## src/rtl/object_buffer_arb.sv

```systemverilog
// object_buffer_arb: round-robin arbiter that locks the object_buffer write
// port to one producer for a whole message (run of entries ending in last).
// Optional lock watchdog enabled by defining OBJ_BUFFER_ARB_TIMEOUT_EN.
module object_buffer_arb #(
  parameter int unsigned NUM_REQ = 4,
  parameter int unsigned ENTRY_W = 128,
  parameter int unsigned TIMEOUT = 64
) (
  input  logic                         clk,
  input  logic                         reset,
  input  logic [NUM_REQ-1:0]           req_valid,
  input  logic [NUM_REQ-1:0]           req_last,
  input  logic [NUM_REQ*ENTRY_W-1:0]   req_entry,
  output logic [NUM_REQ-1:0]           req_ready,
  output logic [ENTRY_W-1:0]           new_entry,
  output logic                         valid_in,
  input  logic                         full,
  output logic [$clog2(NUM_REQ)-1:0]   owner,
  output logic                         busy,
  output logic [15:0]                  entry_count,
  output logic                         timeout_err
);

  localparam int unsigned OW = $clog2(NUM_REQ);

  typedef enum logic {IDLE, LOCK} state_t;

  state_t          state;
  logic [OW-1:0]   last_owner;
  logic [OW-1:0]   grant_idx;
  logic            grant_any;
  logic [OW-1:0]   cand;
  logic            xfer;

  // Circular priority search starting just after the previous owner
  always_comb begin
    grant_idx = '0;
    grant_any = 1'b0;
    cand      = '0;
    for (int unsigned k = 1; k <= NUM_REQ; k++) begin
      cand = OW'((32'(last_owner) + k) % NUM_REQ);
      if (!grant_any && req_valid[cand]) begin
        grant_idx = cand;
        grant_any = 1'b1;
      end
    end
  end

  // Combinational handshake into object_buffer while locked
  always_comb begin
    xfer      = (state == LOCK) & req_valid[owner] & ~full;
    valid_in  = xfer;
    busy      = (state == LOCK);
    new_entry = '0;
    req_ready = '0;
    if (state == LOCK) begin
      new_entry = req_entry[32'(owner)*ENTRY_W +: ENTRY_W];
    end
    for (int unsigned i = 0; i < NUM_REQ; i++) begin
      req_ready[i] = (state == LOCK) & (owner == OW'(i)) & ~full;
    end
  end

`ifdef OBJ_BUFFER_ARB_TIMEOUT_EN
  localparam int unsigned TW = $clog2(TIMEOUT + 1);
  logic [TW-1:0] stall_cnt;
`else
  logic unused_timeout;
  assign unused_timeout = ^32'(TIMEOUT);
  assign timeout_err    = 1'b0;
`endif

  // Lock FSM, owner tracking and entry counter
  always_ff @(posedge clk or negedge reset) begin
    if (!reset) begin
      state       <= IDLE;
      owner       <= '0;
      last_owner  <= OW'(NUM_REQ - 1);
      entry_count <= '0;
`ifdef OBJ_BUFFER_ARB_TIMEOUT_EN
      stall_cnt   <= '0;
      timeout_err <= 1'b0;
`endif
    end else begin
      if (xfer && entry_count != 16'hFFFF) begin
        entry_count <= entry_count + 16'd1;
      end
      case (state)
        IDLE: begin
          if (grant_any) begin
            owner      <= grant_idx;
            last_owner <= grant_idx;
            state      <= LOCK;
`ifdef OBJ_BUFFER_ARB_TIMEOUT_EN
            stall_cnt  <= '0;
`endif
          end
        end
        LOCK: begin
          if (xfer && req_last[owner]) begin
            state <= IDLE;
          end
`ifdef OBJ_BUFFER_ARB_TIMEOUT_EN
          // Idle owner with room available: count toward the watchdog
          if (xfer) begin
            stall_cnt <= '0;
          end else if (!full && !req_valid[owner]) begin
            if (stall_cnt == TW'(TIMEOUT - 1)) begin
              state       <= IDLE;
              timeout_err <= 1'b1;
              stall_cnt   <= '0;
            end else begin
              stall_cnt <= stall_cnt + TW'(1);
            end
          end
`endif
        end
        default: state <= IDLE;
      endcase
    end
  end

endmodule

```

## config.mk

```make
export PLATFORM = sky130hd
export DESIGN_NAME = object_buffer_arb
export DESIGN_NICKNAME = d
export VERILOG_FILES = /design/src/rtl/object_buffer_arb.sv
export SDC_FILE = /design/constraint.sdc
export NUM_CORES = 1
export LEC_CHECK = 0
export CELL_PAD_IN_SITES_DETAIL_PLACEMENT = 1
export CELL_PAD_IN_SITES_GLOBAL_PLACEMENT = 2
export CORE_AREA = 2 2 266 268
export DETAILED_ROUTE_END_ITERATION = 12
export DIE_AREA = 0 0 268 270
export GPL_TIMING_DRIVEN = 0
export PLACE_DENSITY = 0.53
export SLEW_MARGIN = 20
export SYNTH_ARGS = -nofsm -noshare
export SYNTH_HDL_FRONTEND = slang
export SYNTH_SLANG_ARGS = --single-unit
```

## constraint.sdc

```tcl
create_clock -name clk -period 2 [get_ports clk]
set_input_delay 0.3 -clock clk [delete_from_list [all_inputs] [get_ports clk]]
set_output_delay 0.3 -clock clk [all_outputs]
set_load 0.02 [all_outputs]
```

==> flow_summary_export.csv, run 1 <==
group,metric,value,unit
yosys,yosys-mux-area-fraction,0.592,
yosys,yosysWarnings,0,
run_status,violations,"negative setup slack",
floorplan,ios,676,
sta,slew_headroom,0.540,
sta,tightest_slew,0.690,ns
yosys,synthCells,412,
yosys,yosys-top-cells-area,"mux4_2 58%, and2_1 16%, dfrtp_1 9.5%",
sta,rsz0062_at_grt,"yes",
sta,fin_crit,2.38,ns
yosys,syn_area,5010,um^2
grt,grt_max_degree,22,
worst_setup_path,reg2reg_to,"entry_count[13]$_DFFE_PN0P_",
final_layout,fin_util,0.208,
yosys,synthSimpleGateAreaFrac,0.209,
place,place_congestion,0.881,
cts,clk_path_buf_depth,2,
yosys,ys_ff_latch,21,
yosys,ys_seq_area_frac,0.105,
floorplan,num_rows,97,
floorplan,start_util,0.0721,
yosys,synth_nets,936,
worst_setup_path,endpoint,"new_entry[113]",
detailed_routing,dr.pass1.iters,4,
final_layout,drive_above_1_share,0.422,
worst_setup_path,crit_type,"reg2out",
cts,cts_htree_levels,1,
cts,cts-buffers-inserted,3,
yosys,yosys.area_share.adder,0.00250,
yosys,syn_area_per_cell,12.2,um^2
yosys,synthFlopType,"dfrtp_1",
grt,grt_antenna_before_repair,34,
detailed_routing,vias,7177,
worst_setup_path,cp-end-kind,"output pin",
final_layout,nFillCells,7916,
final_layout,layoutNonFillerInstCount,2102,
sta,finalClockSkew,0.00423,ns
pwr,p_leak,5.53,nW
sta,hold_viol,0,
cts,cts_tree,"done",
floorplan,die_area,72400,um^2
grt,grt_pass1_wl,67100,um
grt,grtUsageTotal,0.134,
yosys,async_flop_share,1.00,
cts,cts.clk_slew.worst_paths,0.06,ns
cts,clk_latency,0.25,ns
pwr,ir_drop,0.000491,V
worst_setup_path,timing.rr.start,"owner[0]$_DFFE_PN0P_",
worst_setup_path,arrival,2.08,ns
detailed_routing,drt_iter0_drc,215,
yosys,netlist.top_cell.by_area,"mux4_2",
floorplan,die_h,270,um
pwr,p_per_area,1280,nW/um^2
detailed_routing,vias_per_cell,3.41,
yosys,synth_xor_area_frac,0.0227,
yosys,yosysTopAreaCellShare,0.580,
yosys,yosysUniqueCellTypes,38,
final_layout,area_growth,189,%
detailed_routing,remaining_drc_errors,0,
worst_hold_path,holdCritPathClass,"in2async",
final_layout,regArea,531,um^2
detailed_routing,routedWlPerCell,24.7,um
final_layout,nets,1676,
flow_run,maxCapViolCount,0,
yosys,synth-compound-area-share,0.0215,
place,dp_cells,2026,
grt,grt_pass1_vias,7771,
cts,ctsHoldBuffers,0,
sta,fin_ws,-0.384,ns
place,port_buffers,674,
floorplan,core,69500,um^2
worst_setup_path,crit_path_start,"owner[0]$_DFFE_PN0P_",
final_layout,multiInputGateArea,4600,um^2
sta,finalSetupViolCount,146,
cts,cts_sinks,21,
worst_setup_path,path_max_fanout,9,
sta,tns,-42.79,ns
yosys,yosys-top-cells-count,"129 x and2_1, 129 x mux4_2, 22 x clkbuf_1",
sta,maxSlewViolCount,0,
sta,fin_crit_sh,1.19,
cts,ctsRootBufferMaster,"clkbuf_16",
worst_setup_path,worstPathRequired,1.70,ns
worst_setup_path,regToRegSetupSlack,-0.36,ns
yosys,synth_top_family_by_area,"multiplexers",
yosys,synth_edf_count,0,
place,place_ws,-1.35,ns
detailed_routing,wl,51800,um
worst_setup_path,startpoint_type,"flop",
worst_setup_path,reg2reg_depth,10,
floorplan,die_w,268,um
run_status,status,"complete, but fails checks",
place,hpwl,45600,um
grt,grt-ovfl-total,0,
detailed_routing,ant_nets,0,
sta,clock.fmax,0.419,GHz
## critical path, cell delays in order, from the launching register on
cell and delay [ns]:
dfrtp_2 0.38, clkbuf_16 0.16, clkbuf_16 0.21, buf_16 0.16, buf_4 0.11, mux4_2 0.48
and2_4 0.18, buf_6 0.12
## final cells by class
class                           instances  share of cell area
Clock inverter                          1            0.000345
Antenna cell                           11             0.00190
Inverter                                5             0.00129
Tap cell                              940              0.0811
Clock buffer                            3             0.00518
Timing Repair Buffer                  738               0.520
Multi-Input combinational cell        338               0.318
Sequential cell                        21              0.0366
Buffer                                 45              0.0355
## cell usage in the layout (no fill, tap or decap), types with 4 or more instances in the layout
cell type          n
and2_1            35
and2_4            94
buf_12            21
buf_2             34
buf_4             30
buf_6            124
clkbuf_1           9
clkbuf_16         10
clkbuf_2           6
clkbuf_8           4
clkdlybuf4s50_1  540
dfrtp_1           17
diode_2           11
inv_1              5
mux2i_1            5
mux4_2           129
nand4_1            4
nor2_1            14
xnor2_1            8
## per-layer routing
layer,vias to the layer above,part of all wire,track usage
met5,-,0.0031,0
met4,26,0.019,0.0225
met3,60,0.11,0.0529
met2,433,0.49,0.232
met1,3535,0.38,0.157
li1,3123,-,-
## through the flow
stage / hold WS (ns) / area [um^2] / power [mW]
after detailed placement: 0.315 / 13000 / 15.0
after floorplan: 0.00441 / 5110 / 8.35
after CTS: 0.0418 / 13400 / 16.0
after global placement: 0.496 / 13000 / 15.0
after global routing: 0.0582 / 14500 / 19.7
final: 0.0227 / 14500 / 18.6
## registers in the layout, indices dropped and copies added (netlist names)
register     cells
entry_count     16
last_owner       2
owner            2
busy             1
## cells by family (layout without fill, tap and decap cells)
family                   Yosys count  after routing
multiplexers                     135            135
other                              1             12
adder cells (fa/ha/maj)            1              1
flip-flops                        21             21
AND/OR/NAND/NOR                  176            176
AO/OA/AOI/OAI                     12             12
XOR/XNOR                          13             13
buffers and inverters             53            792
## where the power goes
| part | switching, mW | leakage (nW) | internal [mW] |
|---|---|---|---|
| Clock | 0.170 | 0.0410 | 0.269 |
| Sequential | 0.134 | 0.258 | 0.551 |
| Combinational | 7.54 | 5.23 | 9.94 |
| Total | 7.85 | 5.53 | 10.8 |
## how the worst min path moves through the flow
stage                     cells past startpoint  slack, ns                           to                        from
after global placement                        1       0.50   entry_count[6]$_DFFE_PN0P_  entry_count[6]$_DFFE_PN0P_
after global routing                          1       0.06  entry_count[13]$_DFFE_PN0P_                       reset
after CTS                                     1       0.04   entry_count[6]$_DFFE_PN0P_                       reset
after detailed placement                      1       0.31         owner[1]$_DFFE_PN0P_                       reset
after floorplan                               0      0.004               busy$_DFF_PN0_                       reset
final                                         1       0.02   entry_count[6]$_DFFE_PN0P_                       reset
## timing repair
action	CTS	global route
buffers inserted	21	37
endpoints found under the setup margin	148	147
gates resized for setup	650	344
cloned	3	4
pin swaps	0	9
(Power assumes the default switching activity.)
==> inputs of run 2 (changes only) <==
- HOLD_SLACK_MARGIN: default -> 0.08
==> run 2 against run 1 <==
The flow still finishes with violations (negative setup slack). Cell area about the same. Via count about the same. Worst hold slack improved by 0.50 ns. Clock skew unchanged. Clock power about the same. Sequential share of layout area about the same. Utilization about the same. Clock-buffer cell count unchanged. Combinational power about the same. Largest cell class unchanged.
==> flow_summary_export.csv, run 2 (synthesized netlist as in run 1, its figures left out) <==
group,metric,value,unit
run_status,status,"complete, but fails checks",
run_status,violations,"negative setup slack",
cts,ctsRootBufferMaster,"clkbuf_16",
sta,fin_ws,-0.384,ns
final_layout,nets,1677,
worst_setup_path,crit_type,"reg2out",
cts,cts_htree_levels,1,
sta,maxSlewViolCount,0,
detailed_routing,remaining_drc_errors,0,
worst_setup_path,path_max_fanout,9,
worst_setup_path,cp-end-kind,"output pin",
pwr,ir_drop,0.000491,V
cts,cts.clk_slew.worst_paths,0.06,ns
grt,grt_pass1_vias,7765,
sta,hold_viol,0,
pwr,p_per_area,1280,nW/um^2
sta,slew_headroom,0.540,
worst_setup_path,startpoint_type,"flop",
final_layout,top_register,"entry_count",
flow_run,maxCapViolCount,0,
place,hpwl,45600,um
floorplan,ios,676,
place,place_ws,-1.35,ns
final_layout,layout.cells.most_common,"clkdlybuf4s50_1",
detailed_routing,dr.pass1.iters,4,
grt,grtUsageTotal,0.134,
detailed_routing,ant_nets,0,
sta,tightest_slew,0.690,ns
sta,rsz0062_at_grt,"yes",
grt,grt_max_degree,22,
floorplan,die_w,268,um
sta,finalClockSkew,0.00423,ns
floorplan,die_h,270,um
final_layout,final_cell_mix,"540 x clkdlybuf4s50_1, 129 x mux4_2, 124 x buf_6",
final_layout,largest_reg_flops,16,
grt,grt_antenna_before_repair,34,
floorplan,die_area,72400,um^2
sta,finalSetupViolCount,146,
final_layout,reg_top3,"entry_count x16, last_owner x2, owner x2",
cts,cts_tree,"done",
final_layout,fin_util,0.209,
detailed_routing,drt_iter0_drc,231,
place,port_buffers,674,
cts,cts_sinks,21,
pwr,finalPower,18.6,mW
worst_setup_path,worstPathRequired,1.70,ns
worst_setup_path,timing.rr.start,"owner[0]$_DFFE_PN0P_",
detailed_routing,routedWlPerCell,24.7,um
floorplan,num_rows,97,
cts,clk_path_buf_depth,2,
floorplan,core,69500,um^2
cts,clk_latency,0.25,ns
sta,clock.fmax,0.419,GHz
grt,grt-ovfl-total,0,
cts,cts-buffers-inserted,3,
final_layout,drive_above_1_share,0.422,
worst_setup_path,crit_path_start,"owner[0]$_DFFE_PN0P_",
worst_setup_path,arrival,2.08,ns
detailed_routing,vias,7180,
final_layout,nFillCells,7918,
final_layout,post-route-cell-area,14500,um^2
floorplan,start_util,0.0721,
place,placedInstanceArea,13000,um^2
grt,grt_pass1_wl,67100,um
final_layout,area_growth,189,%
sta,tns,-42.78,ns
place,place_congestion,0.881,
detailed_routing,wl,51900,um
worst_hold_path,holdCritPathClass,"reg2reg",
detailed_routing,vias_per_cell,3.41,
worst_hold_path,min-delay-start,"entry_count[6]$_DFFE_PN0P_",
sta,fin_crit,2.38,ns
sta,fin_crit_sh,1.19,
pwr,p_leak,5.53,nW
==> run 2: changes by cell type in the layout (fill, tap and decap cells not counted) <==
cell / change
dlygate4sd3_1: +1
==> run 2: final timing paths <==
check	endpoint	slack (ns)	cells past startpoint
hold / removal	entry_count[6]$_DFFE_PN0P_	0.52	1
setup / recovery	new_entry[113]	-0.38	7
setup reg to reg	entry_count[13]$_DFFE_PN0P_	-0.36	10
max in group asynchronous	owner[0]$_DFFE_PN0P_	1.05	2
hold reg to reg	entry_count[6]$_DFFE_PN0P_	0.52	1
min in group asynchronous	entry_count[6]$_DFFE_PN0P_	0.56	2
==> run 2: metal layers <==
| layer | wire, um | GRT usage | vias up | part of all wire |
|---|---|---|---|---|
| li1 | - | - | 3127 | - |
| met1 | 19500 | 0.157 | 3529 | 0.38 |
| met2 | 25100 | 0.232 | 438 | 0.48 |
| met3 | 6060 | 0.0529 | 60 | 0.12 |
| met4 | 1020 | 0.0225 | 26 | 0.020 |
| met5 | 159 | 0 | - | 0.0031 |
==> run 2: critical path: stages (launching register included) <==
cell	delay [ns]
dfrtp_2	0.38
clkbuf_16	0.16
clkbuf_16	0.21
buf_16	0.16
buf_4	0.11
mux4_2	0.48
and2_4	0.18
buf_6	0.12
==> run 2: layout make-up <==
type / count / area, um^2 / share of cell area
repair buffers: 739 / 7550 / 0.521
multi-input cells: 338 / 4600 / 0.317
well taps: 940 / 1180 / 0.0811
flip-flops and latches: 21 / 531 / 0.0366
plain buffers: 45 / 514 / 0.0355
clock buffers: 3 / 75.1 / 0.00518
diodes: 11 / 27.5 / 0.00190
inverters: 5 / 18.8 / 0.00129
clock inverters: 1 / 5.00 / 0.000345
==> run 2: report_power, final <==
group	switching (mW)	leakage [nW]	total [mW]	internal (mW)
combinational	7.54	5.23	17.5	9.94
clock	0.170	0.0410	0.439	0.269
sequential	0.134	0.258	0.686	0.551
==> run 2: per-stage QoR <==
step                      hold slack (ns)  std cells
after global placement              0.496       2026
after CTS                           0.527       2055
after detailed placement            0.315       2026
after floorplan                   0.00441        412
final                               0.522       2103
after global routing                0.563       2096
==> run 2: timing repair <==
item	4_1_cts	5_1_grt
cloned	3	4
hold buffers	1	0
endpoints found under the setup margin	148	147
resized for setup	650	344
pin swaps	0	9
buffers inserted	21	37
hold endpoints to repair	19	0
